File: src/rtl/branch_resolve_unit_pkg.sv
// branch_resolve_unit_pkg: shared branch condition codes and registered result layout
package branch_resolve_unit_pkg;
  localparam int XLEN_MAX = 64;
  localparam logic [2:0] BR_EQ  = 3'b000;
  localparam logic [2:0] BR_NE  = 3'b001;
  localparam logic [2:0] BR_LT  = 3'b100;
  localparam logic [2:0] BR_GE  = 3'b101;
  localparam logic [2:0] BR_LTU = 3'b110;
  localparam logic [2:0] BR_GEU = 3'b111;
  typedef struct packed {
    logic                taken;
    logic [XLEN_MAX-1:0] target;
    logic [XLEN_MAX-1:0] link;
    logic                mispredict;
    logic [XLEN_MAX-1:0] redirect;
    logic                misaligned;
    logic                illegal;
  } bru_result_t;
endpackage

File: src/rtl/branch_cond_eval.sv
// branch_cond_eval: combinational RV conditional-branch compare with illegal-encoding flag
module branch_cond_eval import branch_resolve_unit_pkg::*; #(
  parameter int XLEN = 32
) (
  input  logic [2:0]      funct3,
  input  logic [XLEN-1:0] src_a,
  input  logic [XLEN-1:0] src_b,
  output logic            taken,
  output logic            illegal
);
  logic eq, lt, ltu;
  always_comb begin
    eq      = src_a == src_b;
    lt      = $signed(src_a) < $signed(src_b);
    ltu     = src_a < src_b;
    illegal = funct3 == 3'b010 || funct3 == 3'b011;
    taken   = funct3 == BR_EQ  ? eq :
              funct3 == BR_NE  ? !eq :
              funct3 == BR_LT  ? lt :
              funct3 == BR_GE  ? !lt :
              funct3 == BR_LTU ? ltu :
              funct3 == BR_GEU ? !ltu : 1'b0;
  end
endmodule

File: src/rtl/branch_resolve_unit.sv
// branch_resolve_unit: registered branch/jump resolution with prediction check and retire counters
module branch_resolve_unit import branch_resolve_unit_pkg::*; #(
  parameter int XLEN       = 32,
  parameter int COMPRESSED = 0,
  parameter int CNT_W      = 32
) (
  input  logic             clk,
  input  logic             rst_n,
  input  logic             InValid,
  output logic             InReady,
  input  logic             IsBranch,
  input  logic             IsJal,
  input  logic             IsJalr,
  input  logic [2:0]       Funct3,
  input  logic [XLEN-1:0]  SrcA,
  input  logic [XLEN-1:0]  SrcB,
  input  logic [XLEN-1:0]  PC,
  input  logic [XLEN-1:0]  Imm,
  input  logic             PredTaken,
  input  logic [XLEN-1:0]  PredTarget,
  input  logic             Flush,
  output logic             OutValid,
  input  logic             OutReady,
  output logic             Taken,
  output logic [XLEN-1:0]  Target,
  output logic [XLEN-1:0]  LinkAddr,
  output logic             Mispredict,
  output logic [XLEN-1:0]  RedirectPC,
  output logic             Misaligned,
  output logic             Illegal,
  input  logic             CountClear,
  output logic [CNT_W-1:0] CtrlCount,
  output logic [CNT_W-1:0] MispredCount
);
  logic cond_taken, cond_illegal;
  logic multi, one_hot, illegal, taken, accept, handshake, inc;
  logic [XLEN-1:0] target, link;
  bru_result_t nxt, res_d, res_q;
  logic valid_d, valid_q, ctrl_d, ctrl_q;
  logic [CNT_W-1:0] ctrl_cnt_d, ctrl_cnt_q, misp_cnt_d, misp_cnt_q;
  branch_cond_eval #(.XLEN(XLEN)) u_cond (
    .funct3 (Funct3),
    .src_a  (SrcA),
    .src_b  (SrcB),
    .taken  (cond_taken),
    .illegal(cond_illegal)
  );
  always_comb begin
    multi          = (IsBranch && IsJal) || (IsBranch && IsJalr) || (IsJal && IsJalr);
    one_hot        = (IsBranch || IsJal || IsJalr) && !multi;
    illegal        = multi || (IsBranch && one_hot && cond_illegal);
    taken          = one_hot && !illegal && (!IsBranch || cond_taken);
    target         = IsJalr ? (SrcA + Imm) & ~XLEN'(1) : PC + Imm;
    link           = PC + XLEN'(4);
    InReady        = rst_n && !Flush && (!valid_q || OutReady);
    accept         = InValid && InReady;
    handshake      = valid_q && OutReady && !Flush;
    inc            = handshake && ctrl_q;
    nxt.taken      = taken;
    nxt.target     = XLEN_MAX'(target);
    nxt.link       = XLEN_MAX'(link);
    nxt.mispredict = one_hot && !illegal && (taken != PredTaken || (taken && PredTarget != target));
    nxt.redirect   = XLEN_MAX'(taken ? target : link);
    nxt.misaligned = taken && (COMPRESSED != 0 ? target[0] : |target[1:0]);
    nxt.illegal    = illegal;
    res_d          = accept ? nxt : res_q;
    ctrl_d         = accept ? one_hot && !illegal : ctrl_q;
    valid_d        = !Flush && (accept || (valid_q && !OutReady));
    ctrl_cnt_d     = CountClear ? '0 : inc && !(&ctrl_cnt_q) ? ctrl_cnt_q + CNT_W'(1) : ctrl_cnt_q;
    misp_cnt_d     = CountClear ? '0 : inc && res_q.mispredict && !(&misp_cnt_q) ? misp_cnt_q + CNT_W'(1) : misp_cnt_q;
  end
  always_ff @(posedge clk) begin
    if (!rst_n) begin
      valid_q    <= 1'b0;
      res_q      <= '0;
      ctrl_q     <= 1'b0;
      ctrl_cnt_q <= '0;
      misp_cnt_q <= '0;
    end else begin
      valid_q    <= valid_d;
      res_q      <= res_d;
      ctrl_q     <= ctrl_d;
      ctrl_cnt_q <= ctrl_cnt_d;
      misp_cnt_q <= misp_cnt_d;
    end
  end
  if (XLEN < XLEN_MAX) begin : g_hi
    logic unused_hi;
    assign unused_hi = ^{res_q.target[XLEN_MAX-1:XLEN], res_q.link[XLEN_MAX-1:XLEN], res_q.redirect[XLEN_MAX-1:XLEN]};
  end
  assign OutValid     = valid_q;
  assign Taken        = res_q.taken;
  assign Target       = res_q.target[XLEN-1:0];
  assign LinkAddr     = res_q.link[XLEN-1:0];
  assign Mispredict   = res_q.mispredict;
  assign RedirectPC   = res_q.redirect[XLEN-1:0];
  assign Misaligned   = res_q.misaligned;
  assign Illegal      = res_q.illegal;
  assign CtrlCount    = ctrl_cnt_q;
  assign MispredCount = misp_cnt_q;
endmodule
File: config.mk
export PLATFORM = sky130hd
export DESIGN_NAME = branch_resolve_unit
export DESIGN_NICKNAME = d
export VERILOG_FILES = /design/src/rtl/branch_resolve_unit_pkg.sv /design/src/rtl/branch_cond_eval.sv /design/src/rtl/branch_resolve_unit.sv
export SDC_FILE = /design/constraint.sdc
export NUM_CORES = 1
export LEC_CHECK = 0
export CAP_MARGIN = 20
export CORE_ASPECT_RATIO = 0.75
export CORE_MARGIN = 5
export CORE_UTILIZATION = 55
export DETAILED_ROUTE_END_ITERATION = 10
export PLACE_DENSITY = 0.89
export SYNTH_ARGS = -nofsm -noshare
export SYNTH_HDL_FRONTEND = slang
export SYNTH_SLANG_ARGS = --single-unit
File: constraint.sdc
create_clock -name clk -period 8 [get_ports clk]
set_input_delay 1.2 -clock clk [delete_from_list [all_inputs] [get_ports clk]]
set_output_delay 1.2 -clock clk [all_outputs]
set_load 0.02 [all_outputs]
---- Yosys cells after proc, flatten, opt, wreduce, memory -nomap -nowiden ----
Index checks and enable logic that the tools add are counted.
storage, ports and cells
  logic and storage cells ................. 85
  output and inout port bits .............. 166
  register bits after elaboration ......... 166
  input port bits ......................... 173
cells by class
  bitwise logic cells ..................... 1
  reductions and logical operators ........ 48
  magnitude comparators ................... 2
  muxes and demuxes ....................... 8
  add/sub/neg operators ................... 5
  equality and inequality tests ........... 10
operator list
  cell                                                                    number
  32-bit by 1-bit adder with 32-bit output (second input constant)        2
  32-bit adder                                                            2
  32-bit < comparator                                                     2
  32-bit two-way mux                                                      2
  32-bit AND reduction                                                    2
  32-bit by 3-bit adder with 32-bit output (second input constant)        1
  32-bit equality test                                                    1
  32-bit inequality test                                                  1
  1-bit logical AND                                                       22
  3-bit equality test (second input constant)                             4
  1-bit zero test                                                         11
  1-bit logical OR                                                        10
  3-bit by 2-bit equality test with 1-bit output (second input constant)  2
  1-bit two-way mux                                                       6
  2-bit OR reduction                                                      2
  3-bit by 1-bit equality test with 1-bit output (second input constant)  1
  3-bit zero test                                                         1
  1-bit inequality test                                                   1
  1-bit inverter                                                          1

---- Depth between registers and ports, before layout ----
Gate-level depths: netlist of the first run.
  depth in word-level cells ............... 14
  depth in mapped cells ................... 15
  depth with buffers taken out ............ 13

---- Cells and area by module ----
A second synthesis of the first run with hierarchy kept.
unflattened totals
  cells, all modules ...................... 1,664
  area total of the unflattened synthesis .. 12,879.9 sq um
by module, submodules not included
  module               cells each  area an instance (sq um)  seq. area each (sq um)  times used
  branch_resolve_unit  1,543       12,007.8                  3,323.2                 1
  branch_cond_eval     121         872.1                     0.0                     1

---- Worst setup path after synthesis of the first run ----
Ideal clock, no wire load.
  path type ............................... input port to flip-flop
  start point ............................. input port PC[0]
  end point ............................... register res_q, in the netlist Mispredict
  data required time ...................... 7,875 ps
  arrival time ............................ 4,116 ps
  buffers on the path ..................... 0
  cell stages on the path ................. 13
  path slack .............................. 3,760 ps
  setup time .............................. 125 ps
  cells stage by stage .................... ha_1 -> fa_1 -> a211oi_1 -> o211ai_1 -> a21oi_1 -> xor2_1 -> o21ai_0 -> o221ai_1 -> a21o_1 -> a2111oi_0 -> nand4_1 -> o41ai_2 -> nand2_1
between the ends
  word-level cells in the longest chain between the ends .. 6
RTL lines
  what                    line                       source
  from (decl)             branch_resolve_unit.sv:17  input logic [XLEN-1:0] PC,
  32-bit adder            branch_resolve_unit.sv:53  target = IsJalr ? (SrcA + Imm) & ~XLEN'(1) : PC + Imm;
  32-bit two-way mux      branch_resolve_unit.sv:53
  32-bit inequality test  branch_resolve_unit.sv:62  nxt.mispredict = one_hot && !illegal && (taken != PredTaken || (taken && PredTarget != target));
  1-bit logical AND       branch_resolve_unit.sv:62
  1-bit logical OR        branch_resolve_unit.sv:62
  1-bit logical AND       branch_resolve_unit.sv:62
  to (signal assigned)    branch_resolve_unit.sv:81  res_q <= res_d;
  to (decl)               branch_resolve_unit.sv:38  bru_result_t nxt, res_d, res_q;
Every way passes these cells.
A chain may end at the register's enable or synchronous reset.

---- Final worst setup path of the first run ----
  start point ............................. input port SrcA[31]
  end point ............................... register res_q, in the netlist Mispredict
between the ends
  word-level cells in the longest chain between the ends .. 13
  elaborated cells on any way between the ends .. 21
  classes of those cells .................. 1 x add/sub; 2 x order compare; 3 x eq/ne; 7 x mux; 8 x reduce/logical
RTL lines
  what                                                               line                       source
  from (decl)                                                        branch_resolve_unit.sv:15  input logic [XLEN-1:0] SrcA,
  32-bit < comparator                                                branch_cond_eval.sv:15     ltu = src_a < src_b;
  1-bit zero test                                                    branch_cond_eval.sv:22     funct3 == BR_GEU ? !ltu : 1'b0;
  1-bit two-way mux                                                  branch_cond_eval.sv:22
  1-bit two-way mux                                                  branch_cond_eval.sv:21     funct3 == BR_LTU ? ltu :
  1-bit two-way mux                                                  branch_cond_eval.sv:20     funct3 == BR_GE ? !lt :
  1-bit two-way mux                                                  branch_cond_eval.sv:19     funct3 == BR_LT ? lt :
  1-bit two-way mux                                                  branch_cond_eval.sv:18     funct3 == BR_NE ? !eq :
  1-bit two-way mux                                                  branch_cond_eval.sv:17     taken = funct3 == BR_EQ ? eq :
  1-bit logical OR                                                   branch_resolve_unit.sv:52  taken = one_hot && !illegal && (!IsBranch || cond_taken);
  1-bit logical AND                                                  branch_resolve_unit.sv:52
  1-bit inequality test / 1-bit logical AND (equally long branches)  branch_resolve_unit.sv:62
  1-bit logical OR *                                                 branch_resolve_unit.sv:62
  1-bit logical AND *                                                branch_resolve_unit.sv:62
Mark *: on every way between the ends. The rest lies on a longest branch, timed or not.

==> run summary, run 1 <==
In this run the most critical hold path is launched from RedirectPC[17]$_SDFFE_PN0P_. After global routing, the most crowded layer is met2. The TritonCTS buffer count is 17. The number of optimization iterations in the first detailed-route pass is 7. The clock period minus final worst setup slack is 5.46 ns. The remaining antenna violation count after routing came out at 0.

The post-synthesis net count is 2010. The H-tree depth came out at 4. Port buffering added 338 buffers. The number of buffers inserted by post-CTS setup repair is 0. At the end of routability-driven placement, the weighted congestion stood at 0.967. The number of enable-type register cells in the synthesized netlist is 0. The clock tree root buffer cell is clkbuf_16. Of the cells placed in the final design, the portion with a size suffix greater than 1 is 3.66%. The number of DRC violations after detailed routing came out at 0. TritonCTS built the clock tree. The critical-path cell with the highest stage delay is nor4_1. The floorplan die width is 189 microns. The total vias in the final route is 14400. The sum of routed wire length over all layers came out at 47700 microns.

The number of rows created at floorplan came out at 49. Among all flip-flop cells after synthesis, the most frequent one is dfxtp_1. Of all nets on the critical path, the largest fanout is 45.

The maximum number of pins on one net before global-route repair is 100. From synthesis to final layout, the design area changed by 30.0%. The power density over the cells came out at 145 nW/um^2. The slew at the pin closest to its max-slew limit came out at 1.06 ns. The number of distinct library cell variants in the gate-level netlist after synthesis is 92. The effective utilization at floorplan came out at 55.4%. The number of gates resized after CTS was 0.

The number of endpoints with negative hold slack in the final report came out at 0. The run finished with clean final reports. The number of stages on the worst hold path came out at 2. The category of the critical setup timing path is primary input to flop. The final setup skew came out at 0.00699 ns. The core box area came out at 23800 sq um. The number of antenna violations at the first check in global routing came out at 0. STA classifies the critical path startpoint as a primary input. The met1 usage in global routing came out at 43.7%.

The summed instance area of the synthesized netlist came out at 13200 sq um. The post-synthesis area per instance came out at 7.58 sq um. Max-cap violations in this run came to 0. The launch instance of the worst register-to-register path is OutValid$_SDFF_PN0_. The setup-violating endpoint count in the final report came out at 0. The worst register-to-register path has a setup slack of 4.51 ns. The die footprint is 27200 sq um. The classification of the worst-slack hold path is flop to flop.

For met2 alone, demand over resource in global routing was 53.0%. The count of filler cells inserted in the layout came out at 1856. The number of sinks driven by the clock tree came out at 166. The required time of the critical path came out at 8.30 ns. The final sum of negative setup slack is 0 ns. The I/O pin count came out at 339. Headroom to the max-slew limit came out at 29.2%. The final max-slew violation count is 0. The insertion delay to the later sink of the worst-skew pair is 0.42 ns. Setup repair after global routing left no endpoint under its margin.

The largest buffer count on any clock path came out at 2. The maximum clock frequency came out at 183 MHz. For this design the static power due to leakage is 6.57 nW. The first global-routing pass estimated 72200 microns of wire. The final design area excluding fillers is 17100 sq um. For met3 alone, demand over resource in global routing was 6.27%. The destination of the worst register-to-register timing path is Mispredict$_SDFFE_PN0P_. STA classifies the critical path endpoint as a flop. The mean number of vias per cell is 6.17. The aggregate global-route resource usage came out at 32.9%.

The number of warning messages in the yosys log came out at 0. The remaining global-route overflow came out at 0. The worst hold endpoint is RedirectPC[17]$_SDFFE_PN0P_.

The critical path goes through clkdlybuf4s50_1 -> ha_1 -> nand4_1 -> nor4_1 -> a31oi_1 -> a31oi_1 -> o211a_1 -> nand2_2 -> nor4_2 -> nand4_1 -> o41ai_2 -> nand2_1. The endpoint arrival time on the critical path came out at 5.76 ns. The die is 144 microns tall.

The maximum ir drop on the vdd rail came out at 175 uV. The path depth of the worst reg2reg path came out at 12. The HPWL after detailed placement came out at 37500 microns. The flip-flop and latch count after synthesis is 166.

The peak per-stage delay on the critical path is 0.82 ns. The violation count after the first detailed-routing iteration is 1421. The fraction of the cycle the final worst path needs is 68.3%.

The async set or reset register ratio after synthesis came out at 0%. The clock input transition at the sequential cells of the worst setup and hold paths is 0.06 ns. The number of standard cells after synthesis is 1739.

The register area share after synthesis is 25.2%. The via count of the first global-routing pass came out at 13500. The total placed instance area came out at 16600 sq um. The post-cts hold buffer count came out at 0. After the last flow step, the layout net total stands at 2284. The post-detailed-route wirelength per cell is 20.5 microns.
## kinds of logic after synthesis
group,after synthesis,share of synthesized area [%]
mux,33,2.56
fa+ha+maj,98,9.42
xor+xnor,156,10.8
buf+inv,150,4.68
flops,166,25.2
compound gates,446,22.8
simple gates,690,24.6
## power by group
group | leakage [nW] | internal, mW | switching (mW)
clock network | 0.266 | 0.434 | 0.321
registers | 1.35 | 0.852 | 0.0173
logic | 4.95 | 0.363 | 0.507
total | 6.57 | 1.65 | 0.845
## routing by layer
layer	up-vias	wire length (microns)
met3	142	4210
li1	6808	-
met5	-	0
met4	0	2110
met1	6702	20200
met2	722	21100
## how the worst max path moves through the flow
stage	slack, ns	endpoint	cells after the start	from
after CTS	2.63	Mispredict$_SDFFE_PN0P_	12	SrcA[31]
after floorplan	3.76	Mispredict$_SDFFE_PN0P_	13	PC[0]
after global placement	2.49	Mispredict$_SDFFE_PN0P_	12	SrcA[31]
after global routing	2.31	Mispredict$_SDFFE_PN0P_	12	SrcA[31]
after detailed placement	2.24	Mispredict$_SDFFE_PN0P_	12	SrcA[31]
final	2.54	Mispredict$_SDFFE_PN0P_	12	SrcA[31]
## critical path: cells and delay by family
kind,cells,cell delay [ns]
AO/OA/AOI/OAI,4,1.25
buffers and inverters,1,0.50
AND/OR/NAND/NOR,6,2.41
adder cells (fa/ha/maj),1,0.40
## cell usage in the layout (no fill, tap or decap), types with 11 or more instances in the layout
cell type / count
clkdlybuf4s50_1: 337
nand2_1: 216
nor2_1: 208
dfxtp_1: 166
a21oi_1: 137
ha_1: 96
xor2_1: 88
o21ai_0: 68
a211oi_1: 65
nand3_1: 64
xnor2_1: 64
inv_1: 60
nand4_1: 47
and3_1: 34
a21o_1: 32
mux2i_1: 27
nor3_1: 26
o211ai_1: 21
or3_1: 17
clkbuf_16: 17
nor2b_1: 12
a31oi_1: 12
o21a_1: 12
and4_1: 12
and2_1: 11
## metrics by stage
stage | utilization [%] | setup slack, ns | power [mW] | cells | hold slack [ns]
after floorplan | - | 3.76 | 1.41 | 1739 | 0.455
after global placement | 69.8 | 2.49 | 1.72 | 2300 | 0.441
after detailed placement | 69.8 | 2.24 | 1.73 | 2300 | 0.444
after CTS | 72.0 | 2.63 | 2.47 | 2330 | 0.452
after global routing | 72.0 | 2.31 | 2.59 | 2330 | 0.471
final | 72.0 | 2.54 | 2.49 | 2331 | 0.453
## area by class of cell
class / instances / area, sq um / share of cell area, %
clock buffer: 26 / 509 / 2.97
clock inverter: 4 / 20.0 / 0.117
timing repair buffer: 344 / 3420 / 20.0
antenna: 1 / 2.50 / 0.0146
multi-input combinational: 1423 / 9250 / 54.0
sequential: 166 / 3320 / 19.4
inverter: 61 / 229 / 1.34
tap: 306 / 383 / 2.23
## registers in the layout (all words and copies together) (netlist names)
| register | cells |
|---|---|
| RedirectPC | 32 |
| MispredCount | 32 |
| Taken | 1 |
| Illegal | 1 |
| Target | 32 |
| OutValid | 1 |
| ctrl_q | 1 |
| LinkAddr | 32 |
| Mispredict | 1 |
| Misaligned | 1 |
| CtrlCount | 32 |
## synthesized netlist by cell type (all sizes together) (4+ instances only)
library cell  count  area share (%)
nand2           218             6.2
nor2            208             5.9
dfxtp           166              25
a21oi           140             5.4
ha               96             9.1
xor2             88             5.8
o21ai            71             2.7
a211oi           68             4.0
nand3            64             2.4
xnor2            64             4.3
clkbuf           63             1.8
inv              61             1.7
nand4            47             2.2
and3             35             1.7
a21o             33             1.9
mux2i            27             2.1
nor3             27             1.1
buf              26             1.1
o211ai           21             1.2
or3              18            0.89
a31oi            15            0.92
and2             14            0.70
and4             12            0.80
nor2b            12            0.57
o21a             12            0.68
a2111oi          10            0.71
nand3b            7            0.40
o221ai            7            0.47
o31ai             7            0.40
a211o             6            0.41
a21boi            6            0.34
mux2              6            0.51
nand2b            6            0.28
o21bai            6            0.34
nor4              5            0.28
a311oi            4            0.31
nor3b             4            0.23
o22a              4            0.27
Power figures use the tool's default switching activity.
==> inputs of run 2 (changes only) <==
- CORE_UTILIZATION: 55 -> 51
- PLACE_DENSITY: 0.89 -> 0.83
- clock period: 8 -> 5.4 ns (I/O delays scaled with it)
==> run 2 against run 1 <==
Net effect:
- final area is 1.2% higher
- non-clock buffer count rose by 10
- combinational power grew 50%
- first-iteration DRC count is 13% lower
- worst setup slack got worse by 1.7 ns
- clock skew up 0.0033 ns
- die area grew 7.4%
- clock power up 71%
- sequential power is 48% higher
- power up 56%
- clock-buffer cell count decreased by 4
- utilization is 4.6 points lower
- largest cell class unchanged
- largest power group is now combinational logic
- highest routed layer unchanged
==> run summary, run 2 (synthesis gave the netlist of run 1 again) <==
The total vias in the final route came out at 14300 (was 14400). The remaining antenna violation count after routing is 0 (unchanged). The TritonCTS buffer count is 17 (unchanged).

The number of rows created at floorplan came out at 51 (was 49). The slew at the pin closest to its max-slew limit came out at 1.01 ns (was 1.06 ns). The violation count after the first detailed-routing iteration is 1236 (was 1421). The via count of the first global-routing pass came to 13500 (about the same).

The number of endpoints with negative hold slack in the final report came out at 0 (unchanged). The final setup skew was 0.0103 ns (was 0.00699 ns). The final estimated routing congestion in global placement came to 0.973 (was 0.967).

The most common library cell in the layout ignoring fill and taps is clkdlybuf4s50_1 (unchanged). The insertion delay to the later sink of the worst-skew pair is 0.44 ns (was 0.42 ns). The clock input transition at the sequential cells of the worst setup and hold paths is 0.06 ns (about the same).

The category of the critical setup timing path is primary input to flop (unchanged). The nature of the critical path startpoint is a primary input (unchanged). The power density over the cells is 224 nW/um^2 (was 145 nW/um^2). The post-cts hold buffer count came out at 0 (unchanged). The wire length of the first global-routing pass came to 74000 microns (was 72200 microns).

The number of buffers inserted by post-CTS setup repair came to 0 (unchanged). The core box area is 25700 sq um (was 23800 sq um). The number of optimization iterations in the first detailed-route pass came out at 6 (was 7). The classification of the worst-slack hold path was flop to flop (unchanged). The number of DRC violations after detailed routing is 0 (unchanged).

The quantity of gates resized following cts is 0 (unchanged). The number of antenna violations at the first check in global routing came out at 0 (unchanged). The I/O pin count is 339 (unchanged). The clock tree root buffer cell is clkbuf_16 (unchanged).

The launch instance of the worst register-to-register path is MispredCount[16]$_SDFFE_PP0P_ (was OutValid$_SDFF_PN0_). The number of antenna cells inserted is 0 (was 1). The endpoint arrival time on the critical path came out at 4.91 ns (was 5.76 ns). RSZ-0062 raised after global routing: no (unchanged).

The final sum of negative setup slack is 0 ns (unchanged). The effective utilization at floorplan is 51.3% (was 55.4%). The height of the chip is 149 microns (was 144 microns). The internal reg-to-reg setup slack is 2.08 ns (was 4.51 ns). The path depth of the worst reg2reg path is 11 (was 12).

The setup-violating endpoint count in the final report is 0 (unchanged). The maximum number of pins on one net before global-route repair is 140 (was 100). The fraction of the cycle the final worst path needs came out at 85.0%.

The floorplan die width is 196 microns (was 189 microns). Commonest cells after routing, fill and taps aside: clkdlybuf4s50_1, nand2_1, nor2_1 (unchanged). The count of input and output buffers came out at 338 (unchanged). The worst-case setup margin in the final layout is 0.812 ns (was 2.54 ns). The final max-slew violation count came out at 0 (unchanged). The worst-case setup slack after placement is 0.466 ns (was 2.24 ns).

The number of sinks driven by the clock tree came out at 166 (unchanged). The post-layout net count came out at 2294 (was 2284). The largest fanout of any net on the critical path was 5 (was 45). The kind of end point of the critical path is a flop (unchanged). The final total power is 3.88 mW (was 2.49 mW). The clock period minus final worst setup slack came out at 4.59 ns. The clock tree from TritonCTS is done (unchanged). The destination of the worst register-to-register timing path is MispredCount[31]$_SDFFE_PP0P_ (was Mispredict$_SDFFE_PN0P_).

Run status: completed (unchanged). The maximum clock frequency is 218 MHz. The sum of routed wire length over all layers came out at 48300 microns (was 47700 microns). The proportion of layout cells with a drive suffix above 1 was 4.18% (was 3.66%). The reported max-cap violation count came out at 0 (unchanged). The worst hold endpoint is RedirectPC[4]$_SDFFE_PN0P_ (was RedirectPC[17]$_SDFFE_PN0P_). The maximum ir drop on the vdd rail came out at 252 uV (was 175 uV). The die footprint is 29200 sq um (was 27200 sq um). The remaining global-route overflow is 0 (unchanged). The HPWL after detailed placement came out at 38100 microns (was 37500 microns).

The max-slew headroom at the worst pin came out at 32.3% (was 29.2%). The static leakage is 6.65 nW (was 6.57 nW). The origin of the worst min-delay path is RedirectPC[4]$_SDFFE_PN0P_ (was RedirectPC[17]$_SDFFE_PN0P_). The H-tree depth came out at 4 (unchanged). The area growth from synthesis to layout is 31.6% (was 30.0%).

The largest buffer count on any clock path is 2 (unchanged). The post-detailed-route wirelength per cell is 20.3 microns (was 20.5 microns). The mean number of vias per cell is 6.03 (was 6.17). The aggregate global-route resource usage is 31.5% (was 32.9%). The required time of the critical path came to 5.72 ns (was 8.30 ns).

The number of stages on the worst hold path is 2 (unchanged).
-- run 2: layout make-up --
class                           count  area, sq um
Multi-Input combinational cell   1423         9250
Clock inverter                      9          151
Fill cell                        2105         8370
Tap cell                          344          430
Timing Repair Buffer              354         3510
Sequential cell                   166         3320
Clock buffer                       22          454
Inverter                           61          229
-- run 2: worst max-delay path by stage --
stage	startpoint	to	slack, ns	cells after the start
2_1_floorplan	PC[0]	Mispredict$_SDFFE_PN0P_	1.55	13
3_3_place_gp	PC[0]	Mispredict$_SDFFE_PN0P_	0.51	14
3_5_place_dp	PC[0]	Mispredict$_SDFFE_PN0P_	0.47	14
4_1_cts	PC[0]	Mispredict$_SDFFE_PN0P_	0.89	14
5_1_grt	PC[0]	Mispredict$_SDFFE_PN0P_	0.47	14
6_report	PC[0]	Mispredict$_SDFFE_PN0P_	0.81	13
-- run 2: metal layers --
metal	share of wire, %	track usage, %	up-vias
li1	-	-	6823
met1	43	41.9	6742
met2	45	50.9	659
met3	7.9	6.19	115
met4	3.6	11.6	0
met5	0	0	-
-- run 2: stage by stage --
step | std cells | hold slack [ns] | instance area, sq um | util [%]
finish | 2379 | 0.450 | 17300 | 67.5
global route | 2379 | 0.466 | 17300 | 67.5
CTS | 2379 | 0.452 | 17300 | 67.5
detailed placement | 2348 | 0.443 | 16700 | 65.1
global placement | 2348 | 0.439 | 16700 | 65.1
floorplan | 1739 | 0.455 | 13200 | -
-- run 2: worst max-delay path, cell delays in order --
cell and delay, ns:
clkdlybuf4s50_1 0.48, ha_1 0.26, fa_1 0.41, a211oi_1 0.52
o211ai_1 0.33, a21o_1 0.26, mux2i_1 0.11, a211oi_1 0.45
o221ai_1 0.18, a2111oi_0 0.45, nand4_1 0.21, o41ai_2 0.36
nand2_1 0.07
-- run 2: report_power, final --
group | internal (mW) | switching [mW]
Clock | 0.782 | 0.508
Combinational | 0.546 | 0.755
Sequential | 1.26 | 0.0238
==> inputs of run 3 (changes only) <==
- CORE_UTILIZATION: 51 -> 46
- PLACE_DENSITY: 0.83 -> 0.79
- clock period: 5.4 -> 4.21 ns (I/O delays scaled with it)
==> run 3 against run 2 <==
Net effect:
- sequential power is 28% higher
- clock skew hardly changed
- cell count is 8.6% higher
- sequential share of layout area is 1.4 points lower
- clock power is 28% higher
- combinational power is 46% higher
- via count is 2.9% higher
- wire length is 5.4% higher
- register-to-register slack worse by 1.1 ns
- worst setup slack worse by 0.62 ns
- critical path depth is 4 higher
==> run summary, run 3 (synthesis gave the netlist of run 1 again) <==
The final estimated routing congestion in global placement came to 0.953 (was 0.973). The aggregate global-route resource usage came to 30.2% (was 31.5%). The post-detailed-route wirelength per cell is 19.7 microns (was 20.3 microns). The endpoint arrival time on the critical path was 4.32 ns (was 4.91 ns). The clock tree root buffer cell is clkbuf_16 (unchanged). The largest buffer count on any clock path was 2 (unchanged). The clock period minus final worst setup slack came out at 4.01 ns. The final max-slew violation count is 0 (unchanged). The TritonCTS buffer count came out at 17 (unchanged). The number of optimization iterations in the first detailed-route pass is 5 (was 6).

The post-layout net count came to 2456 (was 2294). The static leakage is 7.45 nW (was 6.65 nW). The clock tree from TritonCTS is done (unchanged). The setup-violating endpoint count in the final report came to 0 (unchanged).

The max-slew headroom at the worst pin came to 52.8% (was 32.3%). The most common library cell in the layout ignoring fill and taps is clkdlybuf4s50_1 (unchanged). RSZ-0062 raised after global routing: no (unchanged). The number of sinks driven by the clock tree came to 166 (unchanged).

The origin of the worst setup path is Imm[0] (was PC[0]). The number of DRC violations after detailed routing came to 0 (unchanged). The kind of cell adding the most delay to the critical path is compound AO/OA/AOI/OAI gates (unchanged). The number of buffer and inverter stages on the critical path came out at 4 (was 1). The destination of the worst register-to-register timing path was MispredCount[31]$_SDFFE_PP0P_ (unchanged).

The count of filler cells inserted in the layout is 2397 (was 2105). The category of the critical setup timing path is primary input to flop (unchanged). The height of the chip was 157 microns (was 149 microns). The floorplan die width was 205 microns (was 196 microns). The total vias in the final route is 14700 (was 14300). The I/O pin count came to 339 (unchanged).

The HPWL after detailed placement is 41200 microns (was 38100 microns). The effective utilization at floorplan came out at 46.9% (was 51.3%). The sum of routed wire length over all layers came out at 50900 microns (was 48300 microns).

The area growth from synthesis to layout was 41.7% (was 31.6%). The maximum clock frequency is 249 MHz. The fraction of the cycle the final worst path needs came out at 95.4%.

The H-tree depth was 4 (unchanged). The core box area came out at 28100 sq um (was 25700 sq um). The slew at the pin closest to its max-slew limit was 0.704 ns (was 1.01 ns).

The critical-path cell with the highest stage delay was clkdlybuf4s50_1 (was a211oi_1). The nature of the critical path startpoint is a primary input (unchanged). The maximum number of pins on one net before global-route repair is 140 (unchanged). Cell-by-cell trace of the critical path: clkdlybuf4s50_1 -> and2_1 -> fa_1 -> buf_4 -> a21o_1 -> a22o_1 -> o21ai_0 -> buf_4 -> o211ai_1 -> buf_4 -> a31oi_1 -> xnor2_1 -> xnor2_1 -> and3_1 -> o2111ai_1 -> o41ai_2 -> nand2_1 (was clkdlybuf4s50_1 -> ha_1 -> fa_1 -> a211oi_1 -> o211ai_1 -> a21o_1 -> mux2i_1 -> a211oi_1 -> o221ai_1 -> a2111oi_0 -> nand4_1 -> o41ai_2 -> nand2_1).

The clock input transition at the sequential cells of the worst setup and hold paths is 0.07 ns (was 0.06 ns). The insertion delay to the later sink of the worst-skew pair came out at 0.42 ns (was 0.44 ns). The peak per-stage delay on the critical path came out at 0.47 ns (was 0.52 ns).

The power density over the cells is 279 nW/um^2 (was 224 nW/um^2). The remaining global-route overflow is 0 (unchanged). The proportion of layout cells with a drive suffix above 1 was 11.6% (was 4.18%). The reported max-cap violation count is 0 (unchanged). The launch instance of the worst register-to-register path is MispredCount[16]$_SDFFE_PP0P_ (unchanged).

The mean number of vias per cell is 5.71 (was 6.03). The violation count after the first detailed-routing iteration came out at 1278 (was 1236). The worst hold endpoint is RedirectPC[24]$_SDFFE_PN0P_ (was RedirectPC[4]$_SDFFE_PN0P_). The smallest hold slack came out at 0.451 ns (was 0.450 ns). The path depth of the worst reg2reg path came out at 11 (unchanged). The number of endpoints with negative hold slack in the final report is 0 (unchanged). The die footprint came out at 32200 sq um (was 29200 sq um). The remaining antenna violation count after routing came out at 0 (unchanged). The number of antenna violations at the first check in global routing came out at 0 (unchanged). The classification of the worst-slack hold path is flop to flop (unchanged). The number of rows created at floorplan came out at 53 (was 51). The number of non-filler instances in the completed layout is 2583 (was 2379). The final setup skew is 0.0105 ns (was 0.0103 ns).

The largest fanout of any net on the critical path is 6 (was 5). The post-cts hold buffer count is 0 (unchanged). The wire length of the first global-routing pass was 77700 microns (was 74000 microns). The dominant cell type by count on the critical path is buf_4 (was a211oi_1). The number of stages on the worst hold path came to 2 (unchanged).

The final sum of negative setup slack is 0 ns (unchanged). The count of input and output buffers came out at 338 (unchanged). The origin of the worst min-delay path is RedirectPC[24]$_SDFFE_PN0P_ (was RedirectPC[4]$_SDFFE_PN0P_). The maximum ir drop on the vdd rail is 293 uV (was 252 uV). The internal reg-to-reg setup slack is 0.96 ns (was 2.08 ns). The required time of the critical path came out at 4.52 ns (was 5.72 ns). The kind of end point of the critical path is a flop (unchanged). The via count of the first global-routing pass came out at 14200 (was 13500). Commonest cells after routing, fill and taps aside: clkdlybuf4s50_1, nand2_1, nor2_1 (unchanged). The cell total after placement came out at 2551 (was 2348). The number of antenna cells inserted came out at 0 (unchanged). Run status: completed (unchanged).
[run 3: cell types whose count changed in the layout (fill, tap and decap cells not counted), moves of 3 or more]
cell,before,now
buf_4,15,174
inv_6,0,3
clkbuf_1,4,0
buf_12,1,4
[run 3: timing repair]
| action | in CTS | in global routing |
|---|---|---|
| endpoints found under the hold margin | 0 | 0 |
| endpoints found under the setup margin | 0 | 1 |
| resized for setup | 0 | 4 |
| setup buffers | 0 | 0 |
[run 3: worst max-delay path by stage]
stage                               to  slack [ns]  depth (start not counted)
4_1_cts        Mispredict$_SDFFE_PN0P_        0.15                         14
2_1_floorplan  Mispredict$_SDFFE_PN0P_        0.54                         13
3_3_place_gp   Mispredict$_SDFFE_PN0P_       -0.24                         14
6_report       Mispredict$_SDFFE_PN0P_        0.20                         17
3_5_place_dp   Mispredict$_SDFFE_PN0P_       -0.23                         14
5_1_grt        Mispredict$_SDFFE_PN0P_        0.02                         15
[run 3: metal layers]
metal / global-route usage (%) / routed length [microns]
met5: 0 / 0
met4: 11.4 / 1950
met3: 5.01 / 3720
met2: 49.3 / 23200
met1: 40.3 / 22100
[run 3: metrics by stage]
step / utilization [%] / area, sq um / setup slack (ns) / power [mW]
2_1_floorplan: - / 13200 / 0.538 / 2.69
3_3_place_gp: 64.1 / 18000 / -0.237 / 3.52
3_5_place_dp: 64.2 / 18000 / -0.235 / 3.55
4_1_cts: 66.4 / 18700 / 0.153 / 5.19
5_1_grt: 66.4 / 18700 / 0.0157 / 5.43
6_report: 66.4 / 18700 / 0.195 / 5.21
[run 3: area by class of cell]
cell class                 instances  area, sq um  area share [%]
sequential                       166         3320            17.8
clock inverter                    13          170           0.911
tap                              385          482            2.58
inverter                          61          229            1.23
timing repair buffer             516         4760            25.5
multi-input combinational       1423         9260            49.6
clock buffer                      19          453            2.42
[run 3: worst reg2reg max path: stages, from the launching register on]
cell,delay [ns]
dfxtp_1,0.34
and4_1,0.22
and3_1,0.23
and4_1,0.22
and2_1,0.21
a311oi_2,0.49
nand4_1,0.32
nor3_2,0.42
and2_1,0.29
nor2b_1,0.18
xnor2_1,0.14
nor2_1,0.06
[run 3: where the power goes]
group | internal (mW) | switching, mW | total [mW]
Combinational | 0.881 | 1.02 | 1.90
Sequential | 1.62 | 0.0335 | 1.65
Clock | 0.974 | 0.680 | 1.65
==> variant: new RTL, settings of run 3 <==
Register the outputs `Mispredict` and `RedirectPC`, cleared by the reset; this adds one clock of latency there. The other outputs are not delayed to match.
--- a/src/rtl/branch_resolve_unit.sv
+++ b/src/rtl/branch_resolve_unit.sv
@@ -92,8 +92,15 @@
   assign Taken        = res_q.taken;
   assign Target       = res_q.target[XLEN-1:0];
   assign LinkAddr     = res_q.link[XLEN-1:0];
-  assign Mispredict   = res_q.mispredict;
-  assign RedirectPC   = res_q.redirect[XLEN-1:0];
+  always_ff @(posedge clk) begin
+    if (!rst_n) begin
+      Mispredict <= '0;
+      RedirectPC <= '0;
+    end else begin
+      Mispredict <= res_q.mispredict;
+      RedirectPC <= res_q.redirect[XLEN-1:0];
+    end
+  end
   assign Misaligned   = res_q.misaligned;
   assign Illegal      = res_q.illegal;
   assign CtrlCount    = ctrl_cnt_q;
Check against the original RTL: not equivalent (Yosys sat finds a counterexample within 4 cycles, from zero or initial values and one cycle with rst_n low).
==> variant against run 3 <==
Sequential cell count is 33 higher; worst setup slack worse by 0.012 ns; die area is 8.3% higher; worst hold slack better by 0.0038 ns; sequential power is 21% higher; routed wire length is 3.3% lower; area after synthesis is 8.8% higher; power is 7.0% higher; core utilization is 3.5 points lower; synthesized cell count is 4.0% higher; cell area is 4.6% higher; critical endpoint is now res_q[66]; largest cell class unchanged.
==> variant: results (changes against run 3) <==
GR Util All Layers: 0.266 (was 0.302)
Crit path arrival time: 4.34 ns (was 4.32 ns)
Worst Setup SP: Imm[4] (was Imm[0])
Met2 wire length: 22,900 um (was 23,200 um)
Worst-Skew Late Latency: 0.44 ns (was 0.42 ns)
Syn_nets: 2,080 (was 2,010)
Flop2flop setup slack: 0.93 ns (was 0.96 ns)
Static Leakage: 8.29 nW (was 7.45 nW)
R2R depth: 10 (was 11)
Routed WL per cell: 18.8 um (was 19.7 um)
RD Place Congestion: 0.971 (was 0.953)
Top cells by count, synth: nand2_1, dfxtp_1, nor2_1, a21oi_1, o21ai_0 (was nand2_1, nor2_1, dfxtp_1, a21oi_1, ha_1)
Metal1 wirelength: 21,800 um (was 22,100 um)
Status: finished, final reports clean (unchanged)
Synth cell types: 78 (was 92)
Worst Skew: 0.0160 ns (was 0.0105 ns)
Slew of the pin with the lowest slew margin: 0.936 ns (was 0.704 ns)
Hold_sp: res_q[20] (was RedirectPC[24])
Final core utilization: 0.629 (was 0.664)
Final Net Count: 2,467 (was 2,456)
Max incr delay on CP: 0.44 ns (was 0.47 ns)
Vias in the first global route: 13,749 (was 14,225)
Placed Area: 18,800 sq um (was 18,000 sq um)
Share of cells above drive strength 1: 0.124 (was 0.116)
Seq/Total Area, Yosys: 0.278 (was 0.252)
Area contributors post-synth: dfxtp_1, ha_1, nand2_1 (unchanged)
Post-detail-place hpwl: 39,700 um (was 41,200 um)
Fill cells: 2,709 (was 2,397)
First-pass GRT wire length: 74,100 um (was 77,700 um)
Met3 WL post-DR: 3290 um (was 3720 um)
DRT Pass-1 Iters: 6 (was 5)
Max rail drop VDD: 0.302 mV (was 0.293 mV)
[variant: cell types whose count changed in the layout (fill, tap and decap cells not counted), sizes merged, moves of 14 or more]
cell / delta
a211oi: -57
nor2: -45
o211a: +40
dfxtp: +33
o21ai: +33
and2: +26
a21oi: -22
nor3b: +17
and3: -14
[variant: cells by family (layout without fill, tap and decap cells)]
group	after synthesis	count (layout)	synth area share
compound gates	418	418	0.194
fa+ha+maj	98	98	0.0865
simple gates	681	681	0.232
mux	43	43	0.0311
flops	199	199	0.278
xor+xnor	158	158	0.104
buf+inv	212	612	0.0740
[variant: metal layers]
layer  vias up  global-route usage
met2       509               0.436
met5         -                   0
met3        63              0.0503
li1       7135                   -
met4         0              0.0728
met1      6853               0.360
[variant: layout make-up]
class | count | share of cell area
multi-input cells | 1398 | 0.483
repair buffers | 524 | 0.246
flip-flops and latches | 199 | 0.204
well taps | 406 | 0.0260
clock buffers | 19 | 0.0232
inverters | 56 | 0.0108
clock inverters | 13 | 0.00698
[variant: power by group through the flow]
stage | registers [mW] | clock network, mW | logic (mW)
after floorplan | 2.03 | 0 | 1.05
after CTS | 1.99 | 1.66 | 1.89
after global routing | 1.99 | 1.74 | 2.09
final | 1.99 | 1.64 | 1.95
after detailed placement | 2.03 | 0 | 1.88
after global placement | 2.03 | 0 | 1.85
[variant: how the worst min path moves through the flow]
stage	slack, ns	cells after the start	end
CTS	0.46	1	RedirectPC[12]
global placement	0.43	1	RedirectPC[12]
floorplan	0.42	1	RedirectPC[10]
finish	0.46	1	RedirectPC[18]
global route	0.47	1	RedirectPC[18]
detailed placement	0.44	1	RedirectPC[6]
[variant: worst max-delay path: cells and delay by family]
family / cells / cell delay [ns]
and+or+nand+nor: 6 / 1.48
buffers and inverters: 4 / 0.91
AOI/OAI and AO/OA: 4 / 0.82
adders and majority gates: 1 / 0.36
xor gates and xnor gates: 1 / 0.15
[variant: repair_timing]
action | CTS | global route
setup buffers | 0 | 2
hold buffers | 0 | 0
resized for setup | 4 | 23
pin swaps | 2 | 11
endpoints found under the hold margin | 0 | 0
setup endpoints to repair | 1 | 3
[variant: per-stage QoR]
step	instances	TNS, ns	hold WS [ns]	worst slack (ns)	power, mW
2_1_floorplan	1809	0	0.424	0.451	3.08
3_3_place_gp	2581	-0.660	0.431	-0.463	3.88
3_5_place_dp	2581	-2.41	0.440	-0.623	3.90
4_1_cts	2613	0	0.457	0.0205	5.54
5_1_grt	2615	-0.00896	0.470	-0.00896	5.82
6_report	2615	0	0.455	0.183	5.57
